--- src/rtl/rate_gate_controller.sv ---
// rate_gate_controller
// Sequences gated pulse-rate measurement windows over NUM_CH asynchronous
// pulse inputs. Supports single-shot or back-to-back windows of programmable
// length. Each finished window is latched into Rates/Saturated and offered to
// the register side with a valid/ack handshake. A sticky Overrun flag reports
// a result that was overwritten before it was acknowledged.
module rate_gate_controller #(
    parameter int          NUM_CH   = 4,
    parameter int          CNT_W    = 32,
    parameter int          GATE_W   = 32,
    parameter int unsigned DEF_GATE = 50000000
) (
    input  logic                    Clk,
    input  logic                    nRst,
    input  logic                    Start,
    input  logic                    Stop,
    input  logic                    Continuous,
    input  logic [GATE_W-1:0]       GateLen,
    input  logic [NUM_CH-1:0]       PulseIn,
    output logic [NUM_CH*CNT_W-1:0] Rates,
    output logic [NUM_CH-1:0]       Saturated,
    output logic                    ResultValid,
    input  logic                    ResultAck,
    output logic                    Overrun,
    output logic                    Busy,
    output logic [15:0]             WindowCount
);

    localparam logic [1:0] ST_IDLE  = 2'd0;
    localparam logic [1:0] ST_LOAD  = 2'd1;
    localparam logic [1:0] ST_COUNT = 2'd2;
    localparam logic [1:0] ST_LATCH = 2'd3;

    localparam logic [GATE_W-1:0] DEF_GATE_V = GATE_W'(DEF_GATE);

    logic [1:0]        state;
    logic [1:0]        next_state;
    logic              cont_reg;
    logic [GATE_W-1:0] gate_reg;
    logic [GATE_W-1:0] gate_cnt;
    logic [GATE_W-1:0] gate_len_eff;

    // Three-stage synchronizer; stage 1 may go metastable, stages 2/3 are
    // clean and their difference gives a one-cycle rising-edge strobe.
    logic [NUM_CH-1:0] sync1;
    logic [NUM_CH-1:0] sync2;
    logic [NUM_CH-1:0] sync3;
    logic [NUM_CH-1:0] rise;

    logic [CNT_W-1:0]  cnt [NUM_CH];
    logic [NUM_CH-1:0] sat;

    logic              start_accept;
    logic              latch_fire;
    logic              gate_done;

    // A zero gate length selects the default one-second window.
    assign gate_len_eff = (GateLen == '0) ? DEF_GATE_V : GateLen;
    assign rise         = sync2 & ~sync3;
    assign start_accept = (state == ST_IDLE) && Start && !Stop;
    assign latch_fire   = (state == ST_LATCH) && !Stop;
    // gate_reg is never zero, so the terminal count cannot underflow.
    assign gate_done    = (gate_cnt == gate_reg - GATE_W'(1));

    // Synchronize the asynchronous pulse inputs into the clock domain.
    always_ff @(posedge Clk or negedge nRst) begin
        // NOTE: sequential state uses non-blocking assignments so every flop
        // samples the pre-edge values regardless of statement order.
        if (!nRst) begin
            sync1 <= '0;
            sync2 <= '0;
            sync3 <= '0;
        end else begin
            sync1 <= PulseIn;
            sync2 <= sync1;
            sync3 <= sync2;
        end
    end

    // Next-state selection; Stop overrides everything and returns to IDLE.
    always_comb begin
        // NOTE: the default assignment first keeps this block free of
        // inferred latches on paths that do not change state.
        next_state = state;
        if (Stop) begin
            next_state = ST_IDLE;
        end else begin
            case (state)
                ST_IDLE:  if (Start) next_state = ST_LOAD;
                ST_LOAD:  next_state = ST_COUNT;
                ST_COUNT: if (gate_done) next_state = ST_LATCH;
                ST_LATCH: next_state = cont_reg ? ST_COUNT : ST_IDLE;
                default:  next_state = ST_IDLE;
            endcase
        end
    end

    // State register, Busy flag, window mode and gate timer.
    always_ff @(posedge Clk or negedge nRst) begin
        if (!nRst) begin
            state    <= ST_IDLE;
            Busy     <= 1'b0;
            cont_reg <= 1'b0;
            gate_reg <= DEF_GATE_V;
            gate_cnt <= '0;
        end else begin
            state <= next_state;
            Busy  <= (next_state != ST_IDLE);
            if (start_accept) begin
                cont_reg <= Continuous;
            end
            if (!Stop) begin
                case (state)
                    ST_LOAD: begin
                        gate_reg <= gate_len_eff;
                        gate_cnt <= '0;
                    end
                    ST_COUNT: begin
                        gate_cnt <= gate_cnt + GATE_W'(1);
                    end
                    ST_LATCH: begin
                        gate_reg <= gate_len_eff;
                        gate_cnt <= '0;
                    end
                    default: begin
                    end
                endcase
            end
        end
    end

    // Per-channel saturating edge counters; cleared at LOAD and LATCH so
    // rises arriving during the LATCH cycle are dropped.
    always_ff @(posedge Clk or negedge nRst) begin
        if (!nRst) begin
            // NOTE: the counter array is a handful of flops, not a RAM, so it
            // is given a reset like any other state to come up at zero.
            for (int k = 0; k < NUM_CH; k++) begin
                cnt[k] <= '0;
            end
            sat <= '0;
        end else if (state == ST_LOAD || state == ST_LATCH) begin
            for (int k = 0; k < NUM_CH; k++) begin
                cnt[k] <= '0;
            end
            sat <= '0;
        end else if (state == ST_COUNT) begin
            for (int k = 0; k < NUM_CH; k++) begin
                if (rise[k]) begin
                    if (&cnt[k]) begin
                        sat[k] <= 1'b1;
                    end else begin
                        cnt[k] <= cnt[k] + CNT_W'(1);
                    end
                end
            end
        end
    end

    // Result latch, valid/ack handshake, sticky overrun and window counter.
    always_ff @(posedge Clk or negedge nRst) begin
        if (!nRst) begin
            Rates       <= '0;
            Saturated   <= '0;
            ResultValid <= 1'b0;
            Overrun     <= 1'b0;
            WindowCount <= '0;
        end else begin
            if (start_accept) begin
                Overrun <= 1'b0;
            end
            if (latch_fire) begin
                for (int k = 0; k < NUM_CH; k++) begin
                    Rates[k*CNT_W +: CNT_W] <= cnt[k];
                end
                Saturated   <= sat;
                ResultValid <= 1'b1;
                WindowCount <= WindowCount + 16'd1;
                // An ack in the same cycle consumes the old result in time.
                if (ResultValid && !ResultAck) begin
                    Overrun <= 1'b1;
                end
            end else if (ResultAck) begin
                ResultValid <= 1'b0;
            end
        end
    end

endmodule

--- config.mk ---
export PLATFORM = sky130hd
export DESIGN_NAME = rate_gate_controller
export DESIGN_NICKNAME = d
export VERILOG_FILES = /design/src/rtl/rate_gate_controller.sv
export SDC_FILE = /design/constraint.sdc
export NUM_CORES = 1
export LEC_CHECK = 0
export CAP_MARGIN = 25
export CORE_MARGIN = 5
export CORE_UTILIZATION = 50
export CTS_BUF_LIST = sky130_fd_sc_hd__clkbuf_8
export CTS_CLUSTER_SIZE = 16
export DETAILED_ROUTE_END_ITERATION = 6
export PLACE_DENSITY = 0.72
export SYNTH_ARGS = -nofsm -noshare
export SYNTH_HDL_FRONTEND = slang
export SYNTH_SLANG_ARGS = --single-unit
--- constraint.sdc ---
create_clock -name Clk -period 4.89 [get_ports Clk]
set_input_delay 0.7335 -clock Clk [delete_from_list [all_inputs] [get_ports Clk]]
set_output_delay 0.7335 -clock Clk [all_outputs]
set_load 0.01 [all_outputs]
==> results of run 1 <==
## worst max path at each step
stage / slack, ns / endpoint / from
CTS: 1.79 / state[0] / gate_reg[0]
finish: 1.74 / state[0] / gate_reg[0]
detailed placement: 1.31 / gate_cnt[26] / Stop
global route: 1.53 / gate_cnt[31] / state[0]
global placement: 1.38 / gate_cnt[26] / Stop
floorplan: 1.98 / state[0] / gate_reg[0]
## metrics by stage
| step | worst slack, ns | hold WS [ns] | cell area [um^2] |
|---|---|---|---|
| after CTS | 1.79 | 0.182 | 20300 |
| after floorplan | 1.98 | 0.331 | 16700 |
| after global routing | 1.53 | 0.222 | 20300 |
| final | 1.74 | 0.175 | 20300 |
| after global placement | 1.38 | 0.334 | 19000 |
| after detailed placement | 1.31 | 0.338 | 19100 |
## per-layer routing
| layer | vias up | share of wire, % | global-route usage (%) |
|---|---|---|---|
| met4 | 0 | 2.1 | 6.03 |
| met3 | 67 | 6.3 | 4.96 |
| met5 | - | 0 | 0 |
| met2 | 298 | 47 | 34.7 |
| met1 | 6455 | 45 | 29.7 |
| li1 | 6415 | - | - |
## worst reg2reg max path, cell delays in order (launching register included)
cell      delay [ns]
dfrtp_1         0.39
inv_1           0.12
ha_1            0.22
or3b_2          0.55
or4_1           0.61
or4_1           0.52
a21oi_1         0.15
nand4b_1        0.11
nor4_2          0.27
a21o_1          0.14
## report_power, final
group,switching [mW],total (mW),internal [mW]
combinational,0.284,0.543,0.258
clock,1.19,2.71,1.52
sequential,0.176,3.30,3.13
## cell families (layout without fill, tap and decap cells)
group,Yosys count,after routing
simple gates,963,963
flops,362,362
buf+inv,104,338
compound gates,149,149
xor+xnor,178,178
other cells,0,1
mux,20,20
fa+ha+maj,7,7
## layout make-up
type,instances,share of cell area (%)
antenna,1,0.0123
clock buffer,78,5.28
clock inverter,25,0.813
inverter,26,0.480
multi-input combinational,1317,35.6
sequential,362,44.7
tap,442,2.72
timing repair buffer,209,10.4
## cells in the final DEF, fill, tap and decap left out, types with 28 or more instances in the layout
cell             Yosys  final
and3_1              30     30
nor3_1              41     40
xor2_1              88     88
inv_1               26     46
nand2_1            466    465
nand3_1             69     69
or3_1               28     28
dfrtp_1            350    349
o21ai_0             47     47
a21oi_1             38     38
nor2_1             177    176
clkbuf_8             0     78
xnor2_1             90     90
clkdlybuf4s50_1      0    191
nand4_1             47     47
==> impl_metrics.tcl, run 1 <==
set metrics [dict create \
    cts_hold_buf 0 \
    slew_viol_final 0 \
    synth_top_area_share_pct 52.5 \
    fin_util_pct 62.1 \
    hp-class "in -> async" \
    drt-initial-drc-count 700 \
    endpoint_kind "register" \
    overflow 0 \
    worst-r2r-setup-slack_ns 1.74 \
    synth_top_family_by_area "simple AND/OR/NAND/NOR gates" \
    first_global_vias 13217 \
    synth_common_cells "nand2_1 (466), dfrtp_1 (350), nor2_1 (177)" \
    cp.depth 9 \
    fillers 2747 \
    synth_edf_count 0 \
    cp.arrival_ns 3.69 \
    rsz0062_at_grt "false" \
    r2r_end "state[0]" \
    vdd.ir_drop.worst_mv 0.218 \
    grt_max_degree 129 \
    cp_max_fo 8 \
    port-buffer-count 192 \
    synth-xor-area-share_pct 9.34 \
    synth_compound_area_share_pct 5.66 \
    cts_buffers 60 \
    power_mw 6.55 \
    multiInputGateArea_um2 7240 \
    synth_top_cells_by_area "dfrtp_1 (52%), nand2_1 (10%), xnor2_1 (4.7%), xor2_1 (4.6%), nor2_1 (4.0%)" \
    drt-pass1-iter-count 5 \
    slowest_delay_ns 0.61 \
    slowest_stage "or4_1" \
    clockBufferDepth 3 \
    antenna_found_initial 1 \
    r2r_cells 9 \
    cts-root-buf "clkbuf_8" \
    ys_warn_count 0 \
    clk-insertion-delay-late_ns 0.61 \
    crit_top_cell "or4_1" \
    grt_usage_pct 21.6 \
    r2r_start "gate_reg[0]" \
    grt_pass1_wl_mm 66.5 \
    synth_mux_area_share_pct 1.32 \
    crit_family "simple AND/OR/NAND/NOR gates" \
    syn_nets 1832 \
    min_period_over_period_pct 64.4 \
    worst-setup-path-type "reg -> reg" \
    numClockSinks 362 \
    worstPathCellList "inv_1 > ha_1 > or3b_2 > or4_1 > or4_1 > a21oi_1 > nand4b_1 > nor4_2 > a21o_1" \
    fmax_mhz 318 \
    worst_pin_slew_ns 0.999 \
    cp.required_ns 5.43 \
    cts-htree-levels 2 \
    ff_latch_area_um2 9080 \
    finalSetupViolCount 0 \
    finalHoldViolations 0 \
    antenna_left 0 \
    drt-total-wl_mm 39.6 \
    areaGrowthSynthToFinish_pct 21.8 \
    core-area_um2 32700 \
    synth-seq-cells 362 \
    routabilityCongestion 0.902 \
    cap_violations 0 \
    die-width_um 193 \
    ys_types 59 \
    syn_area_um2 16700 \
    period_minus_slack_ns 3.15 \
    vias_per_cell 5.38 \
    synth_top_cell_by_area "dfrtp_1" \
    reg_top3 "Rates (128), cnt (128)" \
    synth_fa_ha_area_share_pct 0.525 \
    clkTransAtPathRegs_ns 0.06 \
    final_nets 2025 \
    syn_inst 1783 \
    drive_gt1_share_pct 7.59 \
    synth-simple-area-share_pct 26.4 \
    ys_seq_area_share_pct 54.4 \
    yosys_most_used_dff "dfrtp_1" \
    postCtsSetupBuffers 0 \
    wl_per_cell_um 16.1 \
    finalNonFillerCells 2460 \
    synth.avg_cell_area_um2 9.36 \
    vias 13235 \
    dieArea_um2 37100 \
    slew_headroom_pct 32.5 \
    critPathBufInv 1 \
    finalSetupTns_ns 0 \
    synth.most_common_cell "nand2_1" \
    status "finished clean" \
    dp_hpwl_mm 26.6 \
    ctsResizeCount 0 \
    synthArstFlopShare_pct 100 \
    route.detailed.drc 0 \
    cts_tree "done" \
    p_leak_nw 9.30 \
    die_y_um 193 \
    start_kind "register" \
    pin_count 193 \
    start_util_pct 51.0 \
    power_density_nw_per_um2 322 \
    clock-skew-final_ns 0.0169 \
    placementRows 66 \
    placed_cells 2354 \
]
Power figures use the tool's default switching activity.
==> run 2: changes to the inputs <==
Clock period 4.89 ns to 3.15 ns, I/O delays scaled along.
==> run 2 against run 1 <==
Die area is the same. Cell count grew 1.2%. Sequential share of layout area shrank 0.52 points. First-iteration DRC count shrank 6.0%. Sequential cell count is the same. Via count grew 1.2%. Critical endpoint unchanged. Clock skew grew 0.031 ns. Combinational power grew 66%. Global-route usage grew 0.78 points.
==> impl_metrics.tcl, run 2 (synthesis gave the netlist of run 1 again) <==
set metrics [dict create \
    status "finished clean" \
    grt.met2_usage_pct 36.3 \
    critPathLaunch "gate_reg[8]" \
    rsz0062_at_grt "false" \
    clock-skew-final_ns 0.0482 \
    power_density_nw_per_um2 504 \
    p_leak_nw 9.43 \
    hp-class "in -> reg" \
    drt-initial-drc-count 658 \
    vdd.ir_drop.worst_mv 0.339 \
    final_cell_mix "nand2_1 (465), dfrtp_1 (349), clkdlybuf4s50_1 (191)" \
    busiest_layer "met2" \
    clkTransAtPathRegs_ns 0.07 \
    holdPathEnd "sync1[1]" \
    met1_usage_pct 30.7 \
    wl_per_cell_um 16.4 \
    multiInputGateArea_um2 7240 \
    cts_tree "done" \
    overflow 0 \
    slew_viol_final 0 \
    die-width_um 193 \
    postCtsSetupBuffers 0 \
    grt_max_degree 142 \
    final_common_cell "nand2_1" \
    reg_top3 "Rates (128), cnt (128)" \
    route.detailed.drc 0 \
    whs_path_depth 1 \
    cts-htree-levels 2 \
    fillers 2750 \
    min_from "PulseIn[1]" \
    ff_latch_area_um2 9080 \
    start_kind "register" \
    dp_hpwl_mm 28.0 \
    cp.required_ns 3.73 \
    fin_util_pct 62.9 \
    cap_violations 0 \
    fmax_mhz 334 \
    drt-total-wl_mm 40.9 \
    cp.arrival_ns 3.58 \
    antennaDiodeCount 0 \
    dieArea_um2 37100 \
    finalSetupViolCount 0 \
    cts-root-buf "clkbuf_8" \
    final_nets 2045 \
    first_global_vias 13560 \
    routabilityCongestion 0.886 \
    min_period_over_period_pct 95.1 \
    port-buffer-count 192 \
    r2r_start "gate_reg[8]" \
    drive_gt1_share_pct 9.04 \
    start_util_pct 51.0 \
    endpoint_kind "register" \
    worst_pin_slew_ns 0.777 \
    finalHoldViolations 0 \
    worst-r2r-setup-slack_ns 0.15 \
    numClockSinks 362 \
    grt_usage_pct 22.4 \
    core-area_um2 32700 \
    grt_pass1_wl_mm 68.5 \
    antenna_left 0 \
    r2r_cells 7 \
    period_minus_slack_ns 3.00 \
    preCtsSetupSlack_ns 0.163 \
    cts_buffers 60 \
    r2r_end "state[0]" \
    worst-setup-path-type "reg -> reg" \
    drt-pass1-iter-count 7 \
    vias_per_cell 5.38 \
    finalWorstSetupSlack_ns 0.155 \
    antenna_found_initial 0 \
    slew_headroom_pct 47.9 \
    die_y_um 193 \
    use_met3_pct 4.69 \
    vias 13389 \
    clockBufferDepth 3 \
    pin_count 193 \
    finalSetupTns_ns 0 \
    areaGrowthSynthToFinish_pct 23.2 \
    placementRows 66 \
    clk-insertion-delay-late_ns 0.65 \
    cp_max_fo 7 \
]
-- run 2: what timing repair did --
action                                  CTS  global route
endpoints found under the setup margin    0             0
gates resized for setup                   0             0
hold buffers                              1             0
hold endpoints to repair                 63             0
-- run 2: how the worst max path moves through the flow --
stage / to / cells after the start
floorplan: state[0] / 11
global placement: state[0] / 7
detailed placement: state[0] / 7
CTS: state[0] / 7
global route: state[0] / 10
finish: state[0] / 7
-- run 2: layout make-up --
class / instances / area share, %
clock buffers: 76 / 5.09
clock inverters: 37 / 1.20
inverters: 26 / 0.475
multi-input cells: 1317 / 35.2
flip-flops and latches: 362 / 44.2
well taps: 442 / 2.69
repair buffers: 229 / 11.2
-- run 2: critical path, stage by stage (launching register included) --
cell	delay [ns]
dfrtp_1	0.44
or4_1	0.57
or4_4	0.62
or4_1	0.54
a211oi_2	0.19
o22ai_1	0.13
nor4_2	0.30
a21o_1	0.15
-- run 2: power breakdown --
group | leakage (nW) | switching [mW] | internal [mW]
sequential | 4.93 | 0.256 | 4.85
combinational | 3.77 | 0.480 | 0.419
clock | 0.735 | 1.94 | 2.42
-- run 2: routing by layer --
metal	up-vias	wire length, um
met3	63	2490
met1	6558	18200
met2	316	19400
met5	-	0
met4	0	795
li1	6452	-
-- run 2: metrics by stage --
step	instances	instance area (um^2)	hold WS [ns]	power, mW
after floorplan	1783	16700	0.177	5.66
after detailed placement	2375	19300	0.338	6.08
final	2489	20600	0.289	10.4
after CTS	2489	20600	0.228	10.5
after global placement	2375	19300	0.333	6.05
after global routing	2489	20600	0.245	10.9
==> run 3: changes to the inputs <==
Settings changed: TNS_END_PERCENT from default to 20.
==> results of run 3 <==
Same layout as run 2: the final DEF is identical, and so are final timing and power.
